--- config.mk ---
export PLATFORM = sky130hd
export DESIGN_NAME = mem_req_scheduler
export DESIGN_NICKNAME = d
export VERILOG_FILES = /design/src/rtl/mem_req_scheduler_pkg.sv /design/src/rtl/mem_req_scheduler_rr_arb2.sv /design/src/rtl/mem_req_scheduler.sv
export SDC_FILE = /design/constraint.sdc
export NUM_CORES = 1
export LEC_CHECK = 0
export BUFFER_PORTS_ARGS = -buffer_cell sky130_fd_sc_hd__buf_2
export CORE_AREA = 4 4 154 156
export CTS_CLUSTER_DIAMETER = 100
export DETAILED_ROUTE_END_ITERATION = 8
export DIE_AREA = 0 0 158 160
export GPL_TIMING_DRIVEN = 0
export HOLD_SLACK_MARGIN = 0.02
export SETUP_SLACK_MARGIN = 0.4
export SLEW_MARGIN = 20
export SYNTH_ARGS = -nofsm -noshare
export SYNTH_HDL_FRONTEND = slang
export SYNTH_SLANG_ARGS = --single-unit
--- constraint.sdc ---
create_clock -name clk -period 2.6 [get_ports clk]
set_input_delay 0.39 -clock clk [delete_from_list [all_inputs] [get_ports clk]]
set_output_delay 0.39 -clock clk [all_outputs]
set_load 0.02 [all_outputs]
--- src/rtl/mem_req_scheduler_pkg.sv ---
// ---------------------------------------------------------------------------
// mem_req_scheduler_pkg
// Shared definitions for the memory request scheduler:
//   - FSM state encoding
//   - memory tag values used for icache / dcache transactions
//   - requester indices used by the two-way arbiter
//   - default parameter values for the scheduler
//   - beat counter width helper
// ---------------------------------------------------------------------------
package mem_req_scheduler_pkg;

    localparam int ADDR_BITS_DEF = 28;
    localparam int DATA_BITS_DEF = 128;
    localparam int TAG_BITS_DEF  = 5;
    localparam int BEATS_DEF     = 4;

    // Tag carried on the memory command, echoed on every response beat.
    localparam int TAG_IC = 0;
    localparam int TAG_DC = 1;

    // Bit positions in the arbiter request/grant vectors.
    localparam int REQ_IC = 0;
    localparam int REQ_DC = 1;

    typedef enum logic [1:0] {
        IDLE  = 2'd0,
        CMD   = 2'd1,
        WDATA = 2'd2,
        RDATA = 2'd3
    } state_e;

    // Beat counter width: enough for BEATS-1, never narrower than 2 bits.
    function automatic int cnt_bits(input int beats);
        int b;
        b = $clog2(beats);
        return (b < 2) ? 2 : b;
    endfunction

endpackage

--- src/rtl/mem_req_scheduler_rr_arb2.sv ---
// ---------------------------------------------------------------------------
// rr_arb2
// Two-requester round-robin arbiter with a last-grant register.
// Ports:
//   clk      - clock
//   reset    - asynchronous active-high reset (last grant -> dcache)
//   req      - request vector, bit REQ_IC = icache, bit REQ_DC = dcache
//   advance  - record the current grant as the last grant this cycle
//   gnt      - one-hot grant (combinational), all-zero when nothing requests
// ---------------------------------------------------------------------------
module rr_arb2
    import mem_req_scheduler_pkg::*;
(
    input  logic       clk,
    input  logic       reset,
    input  logic [1:0] req,
    input  logic       advance,
    output logic [1:0] gnt
);

    // 1 when the dcache was the most recently granted requester.
    logic last_dc_q;
    logic last_dc_d;

    always_comb begin
        gnt       = 2'b00;
        last_dc_d = last_dc_q;
        unique case (req)
            2'b01:   gnt = 2'b01;
            2'b10:   gnt = 2'b10;
            // Contention: hand the grant to whoever did not win last time.
            2'b11:   gnt = last_dc_q ? 2'b01 : 2'b10;
            default: gnt = 2'b00;
        endcase
        if (advance && (gnt != 2'b00)) begin
            last_dc_d = gnt[REQ_DC];
        end
    end

    always_ff @(posedge clk or posedge reset) begin
        if (reset) begin
            last_dc_q <= 1'b1;
        end else begin
            last_dc_q <= last_dc_d;
        end
    end

endmodule

--- src/rtl/mem_req_scheduler.sv ---
// ---------------------------------------------------------------------------
// mem_req_scheduler
// Shares one tagged memory port between an icache (reads only) and a dcache
// (reads and writes). One transaction is in flight at a time:
//   IDLE  -> arbitrate, latch the winner's command
//   CMD   -> present command until mem_req_ready
//   WDATA -> pass BEATS dcache write beats through to memory
//   RDATA -> route BEATS tag-matching response beats to the owner
// Ports:
//   clk, reset                      - clock, asynchronous active-high reset
//   ic_req_*                        - icache read request (ready = accepted)
//   ic_resp_valid                   - current response beat is for icache
//   dc_req_* / dc_req_rw            - dcache request (1 = write)
//   dc_data_*                       - dcache write beats (bits + byte mask)
//   dc_resp_valid                   - current response beat is for dcache
//   mem_req_*                       - command to memory (rw, addr, tag)
//   mem_data_*                      - write beats to memory
//   mem_resp_valid / mem_resp_tag   - read response beats from memory
// A response beat whose tag does not match the transaction in flight is
// dropped and sets the sticky tag_err_q flag (cleared only by reset).
// ---------------------------------------------------------------------------
module mem_req_scheduler
    import mem_req_scheduler_pkg::*;
#(
    parameter int ADDR_BITS = ADDR_BITS_DEF,
    parameter int DATA_BITS = DATA_BITS_DEF,
    parameter int TAG_BITS  = TAG_BITS_DEF,
    parameter int BEATS     = BEATS_DEF
) (
    input  logic                   clk,
    input  logic                   reset,
    input  logic                   ic_req_valid,
    output logic                   ic_req_ready,
    input  logic [ADDR_BITS-1:0]   ic_req_addr,
    output logic                   ic_resp_valid,
    input  logic                   dc_req_valid,
    output logic                   dc_req_ready,
    input  logic                   dc_req_rw,
    input  logic [ADDR_BITS-1:0]   dc_req_addr,
    input  logic                   dc_data_valid,
    output logic                   dc_data_ready,
    input  logic [DATA_BITS-1:0]   dc_data_bits,
    input  logic [DATA_BITS/8-1:0] dc_data_mask,
    output logic                   dc_resp_valid,
    output logic                   mem_req_valid,
    input  logic                   mem_req_ready,
    output logic                   mem_req_rw,
    output logic [ADDR_BITS-1:0]   mem_req_addr,
    output logic [TAG_BITS-1:0]    mem_req_tag,
    output logic                   mem_data_valid,
    input  logic                   mem_data_ready,
    output logic [DATA_BITS-1:0]   mem_data_bits,
    output logic [DATA_BITS/8-1:0] mem_data_mask,
    input  logic                   mem_resp_valid,
    input  logic [TAG_BITS-1:0]    mem_resp_tag
);

    localparam int                  CNT_BITS  = cnt_bits(BEATS);
    localparam logic [CNT_BITS-1:0] LAST_BEAT = CNT_BITS'(BEATS - 1);
    localparam logic [TAG_BITS-1:0] TAG_IC_V  = TAG_BITS'(TAG_IC);
    localparam logic [TAG_BITS-1:0] TAG_DC_V  = TAG_BITS'(TAG_DC);

    state_e                state_q,   state_d;
    logic                  owner_q,   owner_d;   // 1 = dcache owns the transaction
    logic                  rw_q,      rw_d;
    logic [ADDR_BITS-1:0]  addr_q,    addr_d;
    logic [TAG_BITS-1:0]   tag_q,     tag_d;
    logic [CNT_BITS-1:0]   cnt_q,     cnt_d;
    logic                  tag_err_q, tag_err_d;

    logic [1:0] gnt;
    logic       arb_advance;
    logic       resp_match;
    logic       wr_beat;

    // Grants are only taken (and the last-grant register only moves) in IDLE,
    // which is what keeps a single transaction outstanding.
    assign arb_advance = (state_q == IDLE);

    rr_arb2 u_arb (
        .clk     (clk),
        .reset   (reset),
        .req     ({dc_req_valid, ic_req_valid}),
        .advance (arb_advance),
        .gnt     (gnt)
    );

    assign resp_match = mem_resp_valid && (mem_resp_tag == tag_q);
    assign wr_beat    = dc_data_valid && mem_data_ready;

    // Command fields come straight from the latched registers so they cannot
    // move while the command waits for mem_req_ready.
    assign mem_req_rw    = rw_q;
    assign mem_req_addr  = addr_q;
    assign mem_req_tag   = tag_q;
    assign mem_data_bits = dc_data_bits;
    assign mem_data_mask = dc_data_mask;

    always_comb begin
        state_d        = state_q;
        owner_d        = owner_q;
        rw_d           = rw_q;
        addr_d         = addr_q;
        tag_d          = tag_q;
        cnt_d          = cnt_q;
        tag_err_d      = tag_err_q;
        mem_req_valid  = 1'b0;
        ic_req_ready   = 1'b0;
        dc_req_ready   = 1'b0;
        mem_data_valid = 1'b0;
        dc_data_ready  = 1'b0;
        ic_resp_valid  = 1'b0;
        dc_resp_valid  = 1'b0;

        unique case (state_q)
            IDLE: begin
                cnt_d = '0;
                if (gnt != 2'b00) begin
                    owner_d = gnt[REQ_DC];
                    rw_d    = gnt[REQ_DC] & dc_req_rw;   // icache never writes
                    addr_d  = gnt[REQ_DC] ? dc_req_addr : ic_req_addr;
                    tag_d   = gnt[REQ_DC] ? TAG_DC_V : TAG_IC_V;
                    state_d = CMD;
                end
            end

            CMD: begin
                mem_req_valid = 1'b1;
                if (mem_req_ready) begin
                    ic_req_ready = !owner_q;
                    dc_req_ready = owner_q;
                    cnt_d        = '0;
                    state_d      = rw_q ? WDATA : RDATA;
                end
            end

            WDATA: begin
                mem_data_valid = dc_data_valid;
                dc_data_ready  = mem_data_ready;
                if (wr_beat) begin
                    if (cnt_q == LAST_BEAT) begin
                        cnt_d   = '0;
                        state_d = IDLE;
                    end else begin
                        cnt_d = cnt_q + CNT_BITS'(1);
                    end
                end
            end

            RDATA: begin
                if (resp_match) begin
                    ic_resp_valid = !owner_q;
                    dc_resp_valid = owner_q;
                    if (cnt_q == LAST_BEAT) begin
                        cnt_d   = '0;
                        state_d = IDLE;
                    end else begin
                        cnt_d = cnt_q + CNT_BITS'(1);
                    end
                end else if (mem_resp_valid) begin
                    tag_err_d = 1'b1;
                end
            end

            default: begin
                state_d = IDLE;
            end
        endcase
    end

    always_ff @(posedge clk or posedge reset) begin
        if (reset) begin
            state_q   <= IDLE;
            owner_q   <= 1'b0;
            rw_q      <= 1'b0;
            addr_q    <= '0;
            tag_q     <= '0;
            cnt_q     <= '0;
            tag_err_q <= 1'b0;
        end else begin
            state_q   <= state_d;
            owner_q   <= owner_d;
            rw_q      <= rw_d;
            addr_q    <= addr_d;
            tag_q     <= tag_d;
            cnt_q     <= cnt_d;
            tag_err_q <= tag_err_d;
        end
    end

endmodule

==> reports/metrics.csv, run 1 <==
metric;value;unit
outcome;complete, no violations;
synth_top_family_by_area;buffers and inverters;
synth_compound_area_frac;0.0893;
muxShareOfSynthArea;0.0996;
totalPowerFinal;3.36;mW
regArea;877;um2
overflow;0;
yosysTopAreaCell;buf_4;
cts_buffers;5;
reg2reg_from;state_q[0];
routed_wl;12200;um
tns;0;ns
multi_input_area;835;um2
crit_required;2.21;ns
rr_endpoint;mem_req_addr[20];
worst_pin_slew;0.599;ns
clkTransAtPathRegs;0.06;ns
hold_class;input pin to asynchronous set/reset pin;
cts_root_buf;clkbuf_16;
h-tree-depth;2;
peakVddDrop;0.000270;V
ys_ff_latch;35;
pre_cts_ws;0.847;ns
power_density;707;nW/um2
setup_ws;0.749;ns
dpl_cell_area;4550;um2
fillers;2461;
wl_per_cell;14.0;um
critPathCaptureType;output port;
antenna_found_initial;0;
cts_hold_buf;0;
synth_cell_types;34;
cts_max_path_buffers;2;
crit_fanout;4;
grt_max_degree;23;
holdWs;0.0814;ns
die_h;160;um
drv_cap;0;
relSlewSlack;0.600;
layout-drive-gt1-share;0.724;
synth_top_area_share;0.384;
ff2ff_path_depth;5;
avgSynthCellArea;8.99;um2
dp_hpwl;10300;um
crit_type;register to output port;
final-hold-violation-count;0;
crit_end;ic_resp_valid;
final.min_clock_period;1.85;ns
finalCritPeriodShare;0.712;
ant_nets;0;
synthCells;324;
synthXorXnorAreaFrac;0.00301;
antenna_cells;0;
synth_warnings;0;
dieWidth;158;um
yosysSeqAreaShare;0.301;
grt_pass1_vias;2892;
syn_area;2910;um2
setup_viol;0;
clock_latency;0.30;ns
cts_tree;done;
core_area;22400;um2
gp_congestion;0.755;
grt_pass1_wl;16500;um
vias;2906;
cts_resized;0;
power.leakage;2.71;nW
grt_usage;0.0880;
rsz0062_at_grt;no;
initial_core_util;0.130;
arrival;1.46;ns
ff2ff_setup_slack;1.06;ns
drtIter0Drc;53;
fmax;0.540;GHz
io_buffers;250;
maxSlewViolCount;0;
synthSimpleGateAreaFrac;0.0850;
cp-start-kind;register;
finalClockSkew;0.00888;ns
synth.area.top_cells;buf_4, dfrtp_1, mux2i_1, o21ai_1, nand2_1;
fin_area;4750;um2
core.rowCount;55;
synthAdderAreaFrac;0.00429;
placed_cells;863;
cts.sinks;35;
dr.pass1.iters;4;
drc;0;
finalCoreUtilization;0.212;
io_pins;399;
via_per_inst;3.34;
critPathLaunch;state_q[1];
nets;800;
stdcell_count;871;
dieArea;25300;um2
area_growth;62.9;%
postCtsSetupRepairBufs;0;
## cell families after synthesis
logic type      Yosys count
buf+inv                 163
simple gates             51
compound gates           43
flops                    35
mux                      29
fa+ha+maj                 1
other cells               1
xor+xnor                  1
## where the power goes
group,switching [mW],total (mW),internal [mW]
Sequential,0.144,0.947,0.803
Clock,0.277,0.828,0.551
Combinational,0.924,1.58,0.656
Total,1.35,3.36,2.01
## worst min path at each step
| stage | to | slack (ns) | depth (start not counted) | start |
|---|---|---|---|---|
| 2_1_floorplan | u_arb.last_dc_q | 0.45 | 1 | ic_req_valid |
| 3_3_place_gp | mem_req_addr[22] | 0.46 | 2 | mem_req_addr[22] |
| 3_5_place_dp | mem_req_addr[22] | 0.41 | 2 | reset |
| 4_1_cts | mem_req_addr[25] | 0.08 | 2 | reset |
| 5_1_grt | mem_req_addr[25] | 0.1 | 2 | reset |
| 6_report | mem_req_addr[25] | 0.08 | 2 | reset |
## critical path, cell delays in order (launching register included)
cell and delay [ns]:
dfrtp_1 0.44, nor2b_1 0.20, nand3_1 0.17, nor3_1 0.16
buf_2 0.19
## area by class of cell
cell class	count	share of cell area
repair buffers	251	0.268
multi-input cells	129	0.176
well taps	285	0.0751
clock inverters	3	0.0142
flip-flops and latches	35	0.185
clock buffers	5	0.0264
inverters	3	0.00237
plain buffers	160	0.253
## metal layers
layer  vias to the layer above  routed length, um  track usage
li1                       1431                  -            -
met1                      1255               4620        0.102
met2                       212               6320        0.163
met3                         8               1140       0.0173
met4                         0                130       0.0244
met5                         -                  0            0
## Yosys cell counts, drive strengths merged
| master | number |
|---|---|
| mux2i | 29 |
| ha | 1 |
| nor2b | 3 |
| a211oi | 1 |
| a41o | 1 |
| xnor2 | 1 |
| nor2 | 5 |
| dfrtp | 34 |
| dfstp | 1 |
| inv | 3 |
| nand4 | 1 |
| and3b | 2 |
| a21oi | 4 |
| nand2 | 34 |
| buf | 158 |
| and3 | 1 |
| a21boi | 1 |
| a21o | 2 |
| a31oi | 1 |
| a32o | 1 |
| o2111ai | 1 |
| conb | 1 |
| nor3 | 1 |
| clkbuf | 2 |
| nand3 | 2 |
| o21ai | 30 |
| nand2b | 1 |
| nor4b | 1 |
| a22o | 1 |
## cell usage in the layout (no fill, tap or decap), types with 3 or more instances in the layout
cell type  synthesis  layout
a21oi_1            4       4
mux2i_1           29      29
buf_2              4     254
clkbuf_16          0       5
nand2_1           34      34
dfrtp_1           34      34
conb_1             1       4
o21ai_1           28      28
nor2b_1            3       3
buf_4            149     149
nor2_1             4       4
buf_6              5       5
## sequential cells by signal (all words and copies together) (netlist names)
register         cells
owner_q              1
mem_req_rw           1
cnt_q                2
mem_req_addr        28
u_arb.last_dc_q      1
state_q              2
No activity file was read; power rests on OpenSTA's default activity.
==> run 2: changes to the inputs <==
--- a/config.mk
+++ b/config.mk
@@ -5,11 +5,12 @@
 export SDC_FILE = /design/constraint.sdc
 export NUM_CORES = 1
 export LEC_CHECK = 0
+export ABC_AREA = 1
 export BUFFER_PORTS_ARGS = -buffer_cell sky130_fd_sc_hd__buf_2
-export CORE_AREA = 4 4 154 156
+export CORE_AREA = 4 4 153 155
 export CTS_CLUSTER_DIAMETER = 100
 export DETAILED_ROUTE_END_ITERATION = 8
-export DIE_AREA = 0 0 158 160
+export DIE_AREA = 0 0 157 159
 export GPL_TIMING_DRIVEN = 0
 export HOLD_SLACK_MARGIN = 0.02
 export SETUP_SLACK_MARGIN = 0.4
==> constraint.sdc (replaced) <==
create_clock -name clk -period 1.5 [get_ports clk]
set_input_delay 0.225 -clock clk [delete_from_list [all_inputs] [get_ports clk]]
set_output_delay 0.225 -clock clk [all_outputs]
set_load 0.02 [all_outputs]
==> run 2 against run 1 <==
The run now ends with setup timing left. Critical path depth is 2 higher. Synthesized area is 2.6% lower. Setup slack got worse by 0.77 ns. Largest power group unchanged.
==> reports/metrics.csv, run 2 <==
metric;value;unit;change
layout-drive-gt1-share;0.774;;was 0.724
grt_max_degree;20;;was 23
power.leakage;3.09;nW;was 2.71 nW
largest_reg_flops;28;;unchanged
drv_cap;0;;unchanged
dieArea;25000;um2;was 25300 um2
via_per_inst;3.51;;was 3.34
routed_wl;14600;um;was 12200 um
core.rowCount;54;;was 55
hold_class;input pin to register;;was input pin to asynchronous set/reset pin
die_h;159;um;was 160 um
final.min_clock_period;1.52;ns;
avgSynthCellArea;7.63;um2;was 8.99 um2
ff2ff_setup_slack;0.06;ns;was 1.06 ns
io_pins;399;;unchanged
ys.flop_type;dfrtp_1;;unchanged
ant_nets;0;;unchanged
wl_per_cell;15.1;um;was 14.0 um
cp.depth;6;;was 4
cts_tree;done;;unchanged
multi_input_area;1090;um2;was 835 um2
crit_required;1.27;ns;was 2.21 ns
cts_buffers;5;;unchanged
outcome;complete, but fails checks;;was complete, no violations
crit_type;register to output port;;unchanged
fillers;2347;;was 2461
peakVddDrop;0.000448;V;was 0.000270 V
synth.area.top_cells;buf_4, dfrtp_1, nand2_1, a31oi_1, nor2_1;;was buf_4, dfrtp_1, mux2i_1, o21ai_1, nand2_1
fin_area;5890;um2;was 4750 um2
initial_core_util;0.130;;about the same
crit_family;flip-flops;;was simple AND/OR/NAND/NOR gates
area_growth;107;%;was 62.9%
grt_pass1_wl;20100;um;was 16500 um
gp_congestion;0.827;;was 0.755
yosysTopAreaCell;buf_4;;unchanged
combinationalPowerShare;0.703;;was 0.471
clock_latency;0.29;ns;was 0.30 ns
crit_path_frequent_cell;nor2_4;;
clkTransAtPathRegs;0.06;ns;about the same
pwr-share-seq;0.187;;was 0.282
antenna_found_initial;0;;unchanged
dp_hpwl;11000;um;was 10300 um
io_buffers;250;;unchanged
worst_path_max_delay_cell;dfrtp_2;;was dfrtp_1
antenna_cells;0;;unchanged
finalCritPeriodShare;1.01;;
core_area;21800;um2;was 22400 um2
vias;3392;;was 2906
grt_usage;0.106;;was 0.0880
ff2ff_path_depth;7;;was 5
synth_cell_types;19;;was 34
syn_area;2840;um2;was 2910 um2
placed_cells;906;;was 863
cp-start-kind;register;;unchanged
cts_max_path_buffers;2;;unchanged
yosysMostFrequentCell;buf_4;;unchanged
final-hold-violation-count;0;;unchanged
drc;0;;unchanged
p_clk_frac;0.110;;was 0.247
dieWidth;157;um;was 158 um
setup_viol;2;;was 0
maxSlewViolCount;0;;unchanged
final_common_cell;buf_2;;unchanged
crit_fanout;3;;was 4
fmax;0.657;GHz;
overflow;0;;unchanged
yosysSeqAreaShare;0.309;;was 0.301
critPathBufInv;2;;was 1
intPower;5.59;mW;was 2.01 mW
async_flop_share;1.00;;unchanged
swShare;0.419;;was 0.401
cts_root_buf;clkbuf_16;;unchanged
synth_edf_count;0;;unchanged
h-tree-depth;2;;unchanged
power_density;1630;nW/um2;was 707 nW/um2
regArea;880;um2;was 877 um2
switchingPower;4.02;mW;was 1.35 mW
violations;setup timing;;
synth_top_area_share;0.402;;was 0.384
dpl_cell_area;4580;um2;was 4550 um2
hold_path_depth;3;;
drtIter0Drc;113;;was 53
arrival;1.30;ns;was 1.46 ns
critPathCaptureType;output port;;unchanged
rsz0062_at_grt;yes;;was no
nets;901;;was 800
yosys-top-cells-count;buf_4, nand2_1, nor2_1, dfrtp_1, a31oi_1;;was buf_4, dfrtp_1, nand2_1, mux2i_1, o21ai_1
grt_pass1_vias;3497;;was 2892
cp_cell_sequence;inv_4 -> nor2_2 -> nor2_4 -> nand3_4 -> nor2_4 -> buf_6;;was nor2b_1 -> nand3_1 -> nor3_1 -> buf_2
setup_ws;-0.0214;ns;was 0.749 ns
finalCoreUtilization;0.270;;was 0.212
ys_ff_latch;35;;unchanged
cts.sinks;35;;unchanged
dr.pass1.iters;4;;unchanged
stdcell_count;967;;was 871
holdWs;0.180;ns;was 0.0814 ns
synth_warnings;0;;unchanged
synthCells;372;;was 324
critPathMaxStageDelay;0.43;ns;was 0.44 ns
finalClockSkew;0.00308;ns;was 0.00888 ns
layout_common_cells;buf_2, buf_4, nand2_1;;was buf_2, buf_4, nand2_1, dfrtp_1, mux2i_1
-- run 2: power by group through the flow --
| stage | Clock [mW] | Sequential, mW | Combinational [mW] |
|---|---|---|---|
| detailed placement | 0 | 1.78 | 3.79 |
| global placement | 0 | 1.74 | 3.75 |
| global route | 1.17 | 1.84 | 7.21 |
| CTS | 1.14 | 1.81 | 6.03 |
| floorplan | 0 | 2.21 | 1.96 |
| finish | 1.06 | 1.79 | 6.76 |
-- run 2: cell families after synthesis --
| logic type | after synthesis | synth area share |
|---|---|---|
| other | 1 | 0.00132 |
| flip-flops | 35 | 0.309 |
| adder cells (fa/ha/maj) | 1 | 0.00441 |
| AND/OR/NAND/NOR | 126 | 0.177 |
| buffers and inverters | 173 | 0.433 |
| AO/OA/AOI/OAI | 36 | 0.0758 |
-- run 2: tightest hold or removal path, stage by stage --
cell and delay, ns:
buf_2 0.09, nand2_1 0.05, a31oi_1 0.06
-- run 2: per-layer routing --
layer	up-vias	global-route usage	share of wire
met5	-	0	0
met3	18	0.0177	0.079
met4	0	0.0367	0.019
met2	210	0.195	0.53
met1	1507	0.123	0.37
li1	1657	-	-
-- run 2: area by class of cell --
cell class              count  share of cell area
multi-input cells         167               0.186
clock buffers               7              0.0225
inverters                  11             0.00829
flip-flops and latches     35               0.149
plain buffers             162               0.225
clock inverters             1            0.000850
well taps                 280              0.0595
repair buffers            304               0.349
-- run 2: through the flow --
step / TNS (ns) / power (mW) / setup WS [ns]
floorplan: 0 / 4.17 / 0.231
global placement: -9.64 / 5.50 / -0.406
detailed placement: 0 / 5.57 / 0.0537
CTS: -0.193 / 8.98 / -0.0940
global route: -0.402 / 10.2 / -0.0817
finish: -0.0419 / 9.61 / -0.0214
-- run 2: repair_timing --
| item | CTS | global route |
|---|---|---|
| pin swaps | 17 | 14 |
| gates resized for setup | 111 | 49 |
| setup endpoints to repair | 49 | 60 |
| hold endpoints to repair | 15 | 0 |
| hold buffers | 1 | 0 |
| gates cloned | 6 | 0 |
| setup buffers | 28 | 18 |
-- run 2: final timing paths --
kind | start | end
setup / recovery | owner_q | dc_resp_valid
hold / removal | dc_req_addr[13] | mem_req_addr[13]
setup reg to reg | state_q[0] | mem_req_addr[1]
hold reg to reg | u_arb.last_dc_q | u_arb.last_dc_q
max in group asynchronous | reset | mem_req_addr[16]
min in group asynchronous | reset | mem_req_addr[25]
